File: config.mk
export PLATFORM = sky130hd
export DESIGN_NAME = e203_exu_wbck_arb_flat
export DESIGN_NICKNAME = d
export VERILOG_FILES = /design/src/rtl/e203_exu_wbck_arb_pkg.sv /design/src/rtl/e203_exu_wbck_arb_if.sv /design/src/rtl/e203_exu_wbck_arb_fifo.sv /design/src/rtl/e203_exu_wbck_arb.sv /design/src/flat_wrapper.sv
export SDC_FILE = /design/constraint.sdc
export NUM_CORES = 1
export LEC_CHECK = 0
export CAP_MARGIN = 20
export CORE_MARGIN = 8
export CORE_UTILIZATION = 40
export DETAILED_ROUTE_END_ITERATION = 7
export HOLD_SLACK_MARGIN = 0.15
export PLACE_DENSITY = 0.76
export SYNTH_ARGS = -nofsm -noshare
export SYNTH_HDL_FRONTEND = slang
export SYNTH_SLANG_ARGS = --single-unit
File: constraint.sdc
create_clock -name clk -period 3.5 [get_ports clk]
set_input_delay 0.875 -clock clk [delete_from_list [all_inputs] [get_ports clk]]
set_output_delay 0.875 -clock clk [all_outputs]
set_load 0.05 [all_outputs]
File: src/rtl/e203_exu_wbck_arb_pkg.sv
// Shared writeback types and default sizing for the writeback arbiter slice.
// Entry layout {err, idx, dat} is the long-pipe FIFO payload.
package e203_wbck_pkg;

  localparam int XLEN        = 32;
  localparam int RFIDX_W     = 5;
  localparam int LONGP_DEPTH = 2;
  localparam int STARVE_MAX  = 4;

  typedef struct packed {
    logic               err;
    logic [RFIDX_W-1:0] idx;
    logic [XLEN-1:0]    dat;
  } wbck_entry_t;

endpackage

File: src/rtl/e203_exu_wbck_arb_if.sv
// Writeback bundle: ALU and long-pipe producers in, regfile write port out.
// Producers/bench use master, the arbiter uses slave.
interface e203_exu_wbck_arb_if
  import e203_wbck_pkg::*;
#(
  parameter int XLEN        = e203_wbck_pkg::XLEN,
  parameter int RFIDX_W     = e203_wbck_pkg::RFIDX_W,
  parameter int LONGP_DEPTH = e203_wbck_pkg::LONGP_DEPTH
);
  localparam int CW = $clog2(LONGP_DEPTH + 1);

  logic               alu_wbck_valid;
  logic               alu_wbck_ready;
  logic [RFIDX_W-1:0] alu_wbck_idx;
  logic [XLEN-1:0]    alu_wbck_dat;

  logic               longp_wbck_valid;
  logic               longp_wbck_ready;
  logic [RFIDX_W-1:0] longp_wbck_idx;
  logic [XLEN-1:0]    longp_wbck_dat;
  logic               longp_wbck_err;

  logic               rf_wbck_ena;
  logic [RFIDX_W-1:0] rf_wbck_idx;
  logic [XLEN-1:0]    rf_wbck_dat;
  logic [CW-1:0]      longp_pend_cnt;

  modport master (
    output alu_wbck_valid, alu_wbck_idx, alu_wbck_dat,
    input  alu_wbck_ready,
    output longp_wbck_valid, longp_wbck_idx,
    output longp_wbck_dat, longp_wbck_err,
    input  longp_wbck_ready,
    input  rf_wbck_ena, rf_wbck_idx, rf_wbck_dat,
    input  longp_pend_cnt
  );

  modport slave (
    input  alu_wbck_valid, alu_wbck_idx, alu_wbck_dat,
    output alu_wbck_ready,
    input  longp_wbck_valid, longp_wbck_idx,
    input  longp_wbck_dat, longp_wbck_err,
    output longp_wbck_ready,
    output rf_wbck_ena, rf_wbck_idx, rf_wbck_dat,
    output longp_pend_cnt
  );

endinterface

File: src/rtl/e203_exu_wbck_arb_fifo.sv
// Long-pipe result FIFO: synchronous, active-high reset, registered count.
// Push is refused while full even if a pop happens in the same cycle.
module e203_wbck_longp_fifo
  import e203_wbck_pkg::*;
#(
  parameter int W     = 1 + RFIDX_W + XLEN,
  parameter int DEPTH = LONGP_DEPTH,
  parameter int CW    = $clog2(DEPTH + 1)
) (
  input  logic          clk,
  input  logic          rst,
  input  logic          push,
  input  logic [W-1:0]  wdata,
  input  logic          pop,
  output logic [W-1:0]  rdata,
  output logic          full,
  output logic          empty,
  output logic [CW-1:0] count
);
  localparam int AW = (DEPTH > 1) ? $clog2(DEPTH) : 1;

  logic [W-1:0]  mem [DEPTH];
  logic [AW-1:0] rptr;
  logic [AW-1:0] wptr;
  logic          do_push;
  logic          do_pop;

  assign full    = (count == CW'(DEPTH));
  assign empty   = (count == '0);
  assign do_push = push && !full;
  assign do_pop  = pop && !empty;
  assign rdata   = mem[rptr];

  function automatic logic [AW-1:0] inc(
    input logic [AW-1:0] p
  );
    return (p == AW'(DEPTH - 1)) ? '0 : p + 1'b1;
  endfunction

  always_ff @(posedge clk) begin
    if (do_push) mem[wptr] <= wdata;
  end

  always_ff @(posedge clk) begin
    if (rst) begin
      rptr  <= '0;
      wptr  <= '0;
      count <= '0;
    end else begin
      if (do_push) wptr <= inc(wptr);
      if (do_pop)  rptr <= inc(rptr);
      if (do_push && !do_pop)
        count <= count + 1'b1;
      else if (do_pop && !do_push)
        count <= count - 1'b1;
    end
  end

endmodule

File: src/rtl/e203_exu_wbck_arb.sv
// Writeback arbiter: buffered long-pipe results beat ALU results.
// E203_WBCK_STARVE_GUARD_EN adds a forced ALU grant after STARVE_MAX stalls.
module e203_exu_wbck_arb
  import e203_wbck_pkg::*;
#(
  parameter int XLEN        = e203_wbck_pkg::XLEN,
  parameter int RFIDX_W     = e203_wbck_pkg::RFIDX_W,
  parameter int LONGP_DEPTH = e203_wbck_pkg::LONGP_DEPTH
`ifdef E203_WBCK_STARVE_GUARD_EN
  ,
  parameter int STARVE_MAX  = e203_wbck_pkg::STARVE_MAX
`endif
) (
  input logic clk,
  input logic rst,
  e203_exu_wbck_arb_if.slave wb
);
  localparam int EW = 1 + RFIDX_W + XLEN;
  localparam int CW = $clog2(LONGP_DEPTH + 1);

  logic [EW-1:0]      push_ent;
  logic [EW-1:0]      head_ent;
  logic               head_err;
  logic [RFIDX_W-1:0] head_idx;
  logic [XLEN-1:0]    head_dat;
  logic               full;
  logic               empty;
  logic [CW-1:0]      count;
  logic               force_alu;
  logic               grant_head;

  assign push_ent = {wb.longp_wbck_err,
                     wb.longp_wbck_idx,
                     wb.longp_wbck_dat};
  assign {head_err, head_idx, head_dat} = head_ent;

  e203_wbck_longp_fifo #(
    .W     (EW),
    .DEPTH (LONGP_DEPTH),
    .CW    (CW)
  ) u_fifo (
    .clk   (clk),
    .rst   (rst),
    .push  (wb.longp_wbck_valid && wb.longp_wbck_ready),
    .wdata (push_ent),
    .pop   (grant_head),
    .rdata (head_ent),
    .full  (full),
    .empty (empty),
    .count (count)
  );

`ifdef E203_WBCK_STARVE_GUARD_EN
  localparam int SW = $clog2(STARVE_MAX + 1);
  logic [SW-1:0] starve_cnt;

  assign force_alu = wb.alu_wbck_valid
                   && (starve_cnt == SW'(STARVE_MAX));

  always_ff @(posedge clk) begin
    if (rst)
      starve_cnt <= '0;
    else if (!wb.alu_wbck_valid || wb.alu_wbck_ready)
      starve_cnt <= '0;
    else if (starve_cnt != SW'(STARVE_MAX))
      starve_cnt <= starve_cnt + 1'b1;
  end
`else
  assign force_alu = 1'b0;
`endif

  assign grant_head          = !rst && !empty && !force_alu;
  assign wb.alu_wbck_ready   = !rst && !grant_head;
  assign wb.longp_wbck_ready = !rst && !full;
  assign wb.longp_pend_cnt   = count;

  always_comb begin
    wb.rf_wbck_ena = 1'b0;
    wb.rf_wbck_idx = wb.alu_wbck_idx;
    wb.rf_wbck_dat = wb.alu_wbck_dat;
    unique case (1'b1)
      rst: wb.rf_wbck_ena = 1'b0;
      grant_head: begin
        wb.rf_wbck_ena = !head_err;
        wb.rf_wbck_idx = head_idx;
        wb.rf_wbck_dat = head_dat;
      end
      default: wb.rf_wbck_ena = wb.alu_wbck_valid;
    endcase
  end

endmodule
File: src/flat_wrapper.sv
// flat-port wrapper written by rule: the top's interface ports become plain ports
module e203_exu_wbck_arb_flat import e203_wbck_pkg::*;
#(
  parameter int XLEN        = e203_wbck_pkg::XLEN,
  parameter int RFIDX_W     = e203_wbck_pkg::RFIDX_W,
  parameter int LONGP_DEPTH = e203_wbck_pkg::LONGP_DEPTH

)
  (clk, rst, wb_alu_wbck_valid, wb_alu_wbck_idx, wb_alu_wbck_dat, wb_alu_wbck_ready, wb_longp_wbck_valid, wb_longp_wbck_idx, wb_longp_wbck_dat, wb_longp_wbck_err, wb_longp_wbck_ready, wb_rf_wbck_ena, wb_rf_wbck_idx, wb_rf_wbck_dat, wb_longp_pend_cnt);
  e203_exu_wbck_arb_if #(.XLEN(XLEN), .RFIDX_W(RFIDX_W), .LONGP_DEPTH(LONGP_DEPTH)) wb_i ();
  input logic clk;
  input logic rst;
  input wire logic [$bits(wb_i.alu_wbck_valid)-1:0] wb_alu_wbck_valid;
  input wire logic [$bits(wb_i.alu_wbck_idx)-1:0] wb_alu_wbck_idx;
  input wire logic [$bits(wb_i.alu_wbck_dat)-1:0] wb_alu_wbck_dat;
  output wire logic [$bits(wb_i.alu_wbck_ready)-1:0] wb_alu_wbck_ready;
  input wire logic [$bits(wb_i.longp_wbck_valid)-1:0] wb_longp_wbck_valid;
  input wire logic [$bits(wb_i.longp_wbck_idx)-1:0] wb_longp_wbck_idx;
  input wire logic [$bits(wb_i.longp_wbck_dat)-1:0] wb_longp_wbck_dat;
  input wire logic [$bits(wb_i.longp_wbck_err)-1:0] wb_longp_wbck_err;
  output wire logic [$bits(wb_i.longp_wbck_ready)-1:0] wb_longp_wbck_ready;
  output wire logic [$bits(wb_i.rf_wbck_ena)-1:0] wb_rf_wbck_ena;
  output wire logic [$bits(wb_i.rf_wbck_idx)-1:0] wb_rf_wbck_idx;
  output wire logic [$bits(wb_i.rf_wbck_dat)-1:0] wb_rf_wbck_dat;
  output wire logic [$bits(wb_i.longp_pend_cnt)-1:0] wb_longp_pend_cnt;
  assign wb_i.alu_wbck_valid = wb_alu_wbck_valid;
  assign wb_i.alu_wbck_idx = wb_alu_wbck_idx;
  assign wb_i.alu_wbck_dat = wb_alu_wbck_dat;
  assign wb_alu_wbck_ready = wb_i.alu_wbck_ready;
  assign wb_i.longp_wbck_valid = wb_longp_wbck_valid;
  assign wb_i.longp_wbck_idx = wb_longp_wbck_idx;
  assign wb_i.longp_wbck_dat = wb_longp_wbck_dat;
  assign wb_i.longp_wbck_err = wb_longp_wbck_err;
  assign wb_longp_wbck_ready = wb_i.longp_wbck_ready;
  assign wb_rf_wbck_ena = wb_i.rf_wbck_ena;
  assign wb_rf_wbck_idx = wb_i.rf_wbck_idx;
  assign wb_rf_wbck_dat = wb_i.rf_wbck_dat;
  assign wb_longp_pend_cnt = wb_i.longp_pend_cnt;
  e203_exu_wbck_arb #(.XLEN(XLEN), .RFIDX_W(RFIDX_W), .LONGP_DEPTH(LONGP_DEPTH)) u_core (.clk(clk), .rst(rst), .wb(wb_i));
endmodule
# Word level (Yosys, flattened, before mapping)
# Memory sizes are Yosys's and may differ from the RTL's. A register that Yosys moved wholly into a read port is not among the register bits.
# Cells that the tools add are included.
[op_classes]
bitwise_logic = 0
n_div = 0
reduce_logical = 17
n_eq_ne = 1
multipliers = 0
order_cmp = 0
addsub = 4
n_mux = 11
n_shift = 0
[op_table]
columns = ["cell", "count"]
rows = [
  ["2-to-1 mux 32 bit", 1],
  ["logical AND 1 bit", 8],
  ["logical NOT 1 bit", 7],
  ["2-to-1 mux 1 bit", 6],
  ["2-to-1 mux 5 bit", 1],
  ["2-to-1 mux 2 bit", 2],
  ["adder 1 bit, second input constant", 2],
  ["adder 2 x 1 -> 2 bit, second input constant", 1],
  ["equality test 2 bit, second input constant", 1],
  ["logical NOT 2 bit", 1],
  ["case mux 1 bit (2 select lines)", 1],
  ["nonzero test 2 bit", 1],
  ["subtractor 2 x 1 -> 2 bit, second input constant", 1],
]
[totals]
ram_bits = 76
latch_bits = 0
rom_bits = 0
wordCells = 37
register_bits = 4
memories = 1
[mem_list]
columns = ["memory", "words", "word_bits", "read_ports", "rd_ports_with_merged_regs", "write_ports", "line", "rtl"]
rows = [
  ["u_core.u_fifo.mem", 2, 38, 1, 1, 1, "e203_exu_wbck_arb_fifo.sv:22", "logic [W-1:0] mem [DEPTH];"],
]

# Depth between registers and ports, before layout
[depth]
depth_word = 9
ltp_mapped = 8
ltp_nobuf = 6

# By module
# A second synthesis with hierarchy kept.
[unflattened]
hier_cells = 191
hier_area_um2 = 3535.9
[by_module_without_submodules]
columns = ["module", "area_each_um2", "cells_each", "n_inst", "seq_area_each_um2"]
rows = [
  ["e203_wbck_longp_fifo", 2955.3, 143, 1, 2382.3],
  ["e203_exu_wbck_arb", 580.6, 48, 1, 0.0],
]

# Worst setup path before layout
# OpenSTA, ideal clock, no wires.
[synth_timing]
path_kind = "input-to-reg"
from = "in rst"
to = "mem u_core.u_fifo.mem[0][0] (netlist name) (enable)"
cell_stages = 3
arrival_time_ns = 3.054
path_slack_ns = 0.008
path_cell_list = "buf_4 > nor3b_2 > nor2b_1"
[synth_via]
elab_chain_len = 6
[synth_lines]
columns = ["element", "line", "rtl"]
rows = [
  ["start, declared", "flat_wrapper.sv:12", "input logic rst;"],
  ["logical NOT 1 bit", "e203_exu_wbck_arb.sv:74", "assign wb.longp_wbck_ready = !rst && !full;"],
  ["logical AND 1 bit", "e203_exu_wbck_arb.sv:74", ""],
  ["logical AND 1 bit", "e203_exu_wbck_arb.sv:44", ".push (wb.longp_wbck_valid && wb.longp_wbck_ready),"],
  ["logical AND 1 bit", "e203_exu_wbck_arb_fifo.sv:30", "assign do_push = push && !full;"],
  ["net u_core.u_fifo.do_push", "e203_exu_wbck_arb_fifo.sv:25", "logic do_push;"],
  ["2-to-1 mux 1 bit", "e203_exu_wbck_arb_fifo.sv:41", "if (do_push) mem[wptr] <= wdata;"],
  ["2-to-1 mux 1 bit (implied by the code)", "e203_exu_wbck_arb_fifo.sv:41", ""],
  ["end, declared", "e203_exu_wbck_arb_fifo.sv:22", ""],
]
# The timed path passes the listed nets, and every way through them passes these cells.

# Worst setup path after layout
[layout_timing]
from = "in rst"
to = "out wb_rf_wbck_dat[20]"
[layout_via]
elab_chain_len = 3
[layout_lines]
columns = ["element", "line", "rtl"]
rows = [
  ["logical NOT 1 bit", "e203_exu_wbck_arb.sv:72", "assign grant_head = !rst && !empty && !force_alu;"],
  ["logical AND 1 bit", "e203_exu_wbck_arb.sv:72", ""],
  ["2-to-1 mux 32 bit", "e203_exu_wbck_arb.sv:81", "unique case (1'b1)"],
  ["end, declared", "flat_wrapper.sv:24", "output wire logic [$bits(wb_i.rf_wbck_dat)-1:0] wb_rf_wbck_dat;"],
]
# Every way passes these cells.

==> results.json <==
{
  "status": "finished clean",
  "cts_buffer_depth": 2,
  "synth-warning-count": 0,
  "drc_errors": 0,
  "dr.pass1.iters": 4,
  "cts.sink_count": 81,
  "placed_cells": 451,
  "synth_edf_count": 76,
  "grt_pass1_vias": 2421,
  "synth_area_mm2": 0.003371,
  "maxSlewViolCount": 0,
  "clkTransAtPathRegs_ns": 0.08,
  "final.period_utilization_pct": 92.90,
  "htree_levels": 3,
  "avgSynthCellArea_um2": 14.66,
  "dpl-instance-area_mm2": 0.005039,
  "coreArea_mm2": 0.008175,
  "min_path_type": "reg -> reg",
  "syn_nets": 310,
  "ir_worst_vdd_mv": 0.4605,
  "rrSetupSlack_ns": 1.41,
  "hold_violations": 0,
  "antenna_found_initial": 0,
  "die_x_um": 107.8,
  "fmax_mhz": 307.5,
  "initial_core_util_pct": 41.23,
  "path_class": "in -> out",
  "worstMarginPinSlew_ns": 0.5452,
  "dieArea_mm2": 0.01162,
  "final_nets": 437,
  "required_ns": 2.62,
  "rr_worst_depth": 5,
  "finClkSkew_ns": 0.01893,
  "final_antenna_net_count": 0,
  "netSwitchingPower_mw": 1.577,
  "gp_congestion": 0.6882,
  "relSlewSlack_pct": 63.55,
  "synthToLayoutAreaGrowth_pct": 54.75,
  "min_path_cells": 2,
  "p_sw_share_pct": 40.08,
  "async_reset_ff_share_pct": 0,
  "io_pins": 121,
  "diodes": 0,
  "nFillCells": 632,
  "min_from": "u_core.u_fifo.rptr",
  "setup_violations": 0,
  "wire_per_inst_um": 16.51,
  "power.share.clock_pct": 15.5,
  "yosysSeqAreaShare_pct": 70.68,
  "p_seq_share_pct": 31.2,
  "grt_pass1_wl_um": 11740,
  "tns_ns": 0,
  "clk_latency_ns": 0.34,
  "cp-end-kind": "primary output",
  "post_cts_resized": 0,
  "drt_iter0_drc": 35,
  "cts-root-buf": "clkbuf_8",
  "cp_max_fo": 22,
  "rows": 33,
  "yosysUniqueCellTypes": 21,
  "synth_area_leaders": "edfxtp_1 (68%), mux2i_1 (12%), nand2_1 (4.2%), o21ai_0 (3.3%), dfxtp_1 (3.0%)",
  "reg2reg_to": "u_core.u_fifo.count[1]",
  "stdcell_area_mm2": 0.005216,
  "synth_top_area_share_pct": 67.71,
  "worstHoldEndpoint": "u_core.u_fifo.rptr",
  "synth_ff_type": "edfxtp_1",
  "period_minus_slack_ns": 3.252,
  "vias_per_cell": 4.779,
  "portBuffers": 120,
  "finalPower_mw": 3.934,
  "pre_cts_slack_ns": 0.2211,
  "grtUsageTotal_pct": 13.18,
  "p_comb_share_pct": 53.3,
  "p_leak_nw": 1.923,
  "crit-reg2reg-launch": "u_core.u_fifo.count[0]",
  "grt_max_degree": 23,
  "numCtsBuffers": 9,
  "rsz0062_at_grt": "false",
  "intPower_mw": 2.358,
  "drive_above_1_share_pct": 19.34,
  "p_per_area_mw_per_mm2": 754.3,
  "synth-seq-cells": 81,
  "startpoint_type": "input port",
  "arrival_ns": 2.38,
  "fin_cells": 467,
  "synth_top_area_cell": "edfxtp_1",
  "postSynthCellCount": 230,
  "grt-ovfl-total": 0,
  "dp_hpwl_um": 5755,
  "hold_buffers": 0,
  "post-cts-setup-buffers": 0,
  "num_vias": 2232,
  "maxCapViolCount": 0,
  "fin_ws_ns": 0.2485,
  "cts_tree": "built",
  "totalWireLength_um": 7711,
  "die_h_um": 107.8
}
-- synthesized netlist by cell type (3+ instances only) --
cell type and number:
o21ai_1 17, nand2_1 38, buf_6 8, buf_4 3, nor2_1 5, mux2i_1 39
dfxtp_1 5, edfxtp_1 76, xor2_1 3, o21ai_0 22
-- stage by stage --
stage / util, % / hold WS (ns)
after floorplan: - / 0.4523
after global placement: 61.63 / 0.4886
after detailed placement: 61.63 / 0.4943
after CTS: 63.80 / 0.5278
after global routing: 63.80 / 0.5546
final: 63.80 / 0.5245
-- layout make-up --
cell class | instances | area (um2) | share of cell area [%]
flip-flops and latches | 81 | 2384 | 45.69
clock buffers | 9 | 123.9 | 2.375
well taps | 105 | 131.4 | 2.519
repair buffers | 130 | 1652 | 31.66
clock inverters | 7 | 53.80 | 1.031
multi-input cells | 135 | 872.1 | 16.72
-- power groups by stage --
stage / Sequential (mW) / Combinational (mW) / Clock [mW]
CTS: 1.23 / 2.13 / 0.625
global placement: 1.25 / 2.09 / 0
detailed placement: 1.25 / 2.12 / 0
global route: 1.24 / 2.20 / 0.667
finish: 1.23 / 2.10 / 0.609
floorplan: 1.27 / 1.16 / 0
-- state kept, by name (all words and copies together) (netlist names), named ones only --
name and count:
u_core.u_fifo.mem 76, u_core.u_fifo.wptr 1, u_core.u_fifo.count 2, u_core.u_fifo.rptr 1
-- cells by family (layout without fill, tap and decap cells) --
kind of cell               count (synthesis)  after routing  share of synthesized area (%)
AOI/OAI and AO/OA                         42             42                          6.645
xor gates and xnor gates                   3              3                         0.7797
adders and majority gates                  1              1                         0.3711
buffers and inverters                     14            146                          3.712
DFF                                       81             81                          70.68
muxes                                     39             39                          11.58
and+or+nand+nor                           50             50                          6.236
-- worst max-delay path, cell delays in order --
cell and delay [ns]:
clkdlybuf4s50_1 0.42, o21bai_4 0.31, buf_4 0.25, o21ai_0 0.33, buf_12 0.19
-- per-layer routing --
metal,GRT usage [%],up-vias,wire length (um)
met4,4.163,0,54
met1,13.15,1056,2933
met5,0,-,0
li1,-,1105,-
met2,24.34,65,4135
met3,5.210,6,588
-- how the worst max path moves through the flow --
stage          start                      end
6_report         rst       wb_rf_wbck_dat[20]
5_1_grt          rst       wb_rf_wbck_dat[25]
4_1_cts          rst       wb_rf_wbck_dat[18]
3_5_place_dp     rst       wb_rf_wbck_dat[18]
3_3_place_gp     rst       wb_rf_wbck_dat[18]
2_1_floorplan    rst  u_core.u_fifo.mem[0][0]
-- layout by cell type (no fill, tap or decap), drive strengths merged --
cell           count
nor2               5
a21oi              2
o21ai             39
inv                3
or3                1
o21bai             1
mux2i             39
nand2             38
xor2               3
nand2b             1
clkbuf             9
nor3               1
ha                 1
edfxtp            76
buf               50
dfxtp              5
nor3b              1
nor2b              2
and2               1
clkinv             3
clkdlybuf4s50     80
clkinvlp           1
No activity file was read; power rests on OpenSTA's default activity.
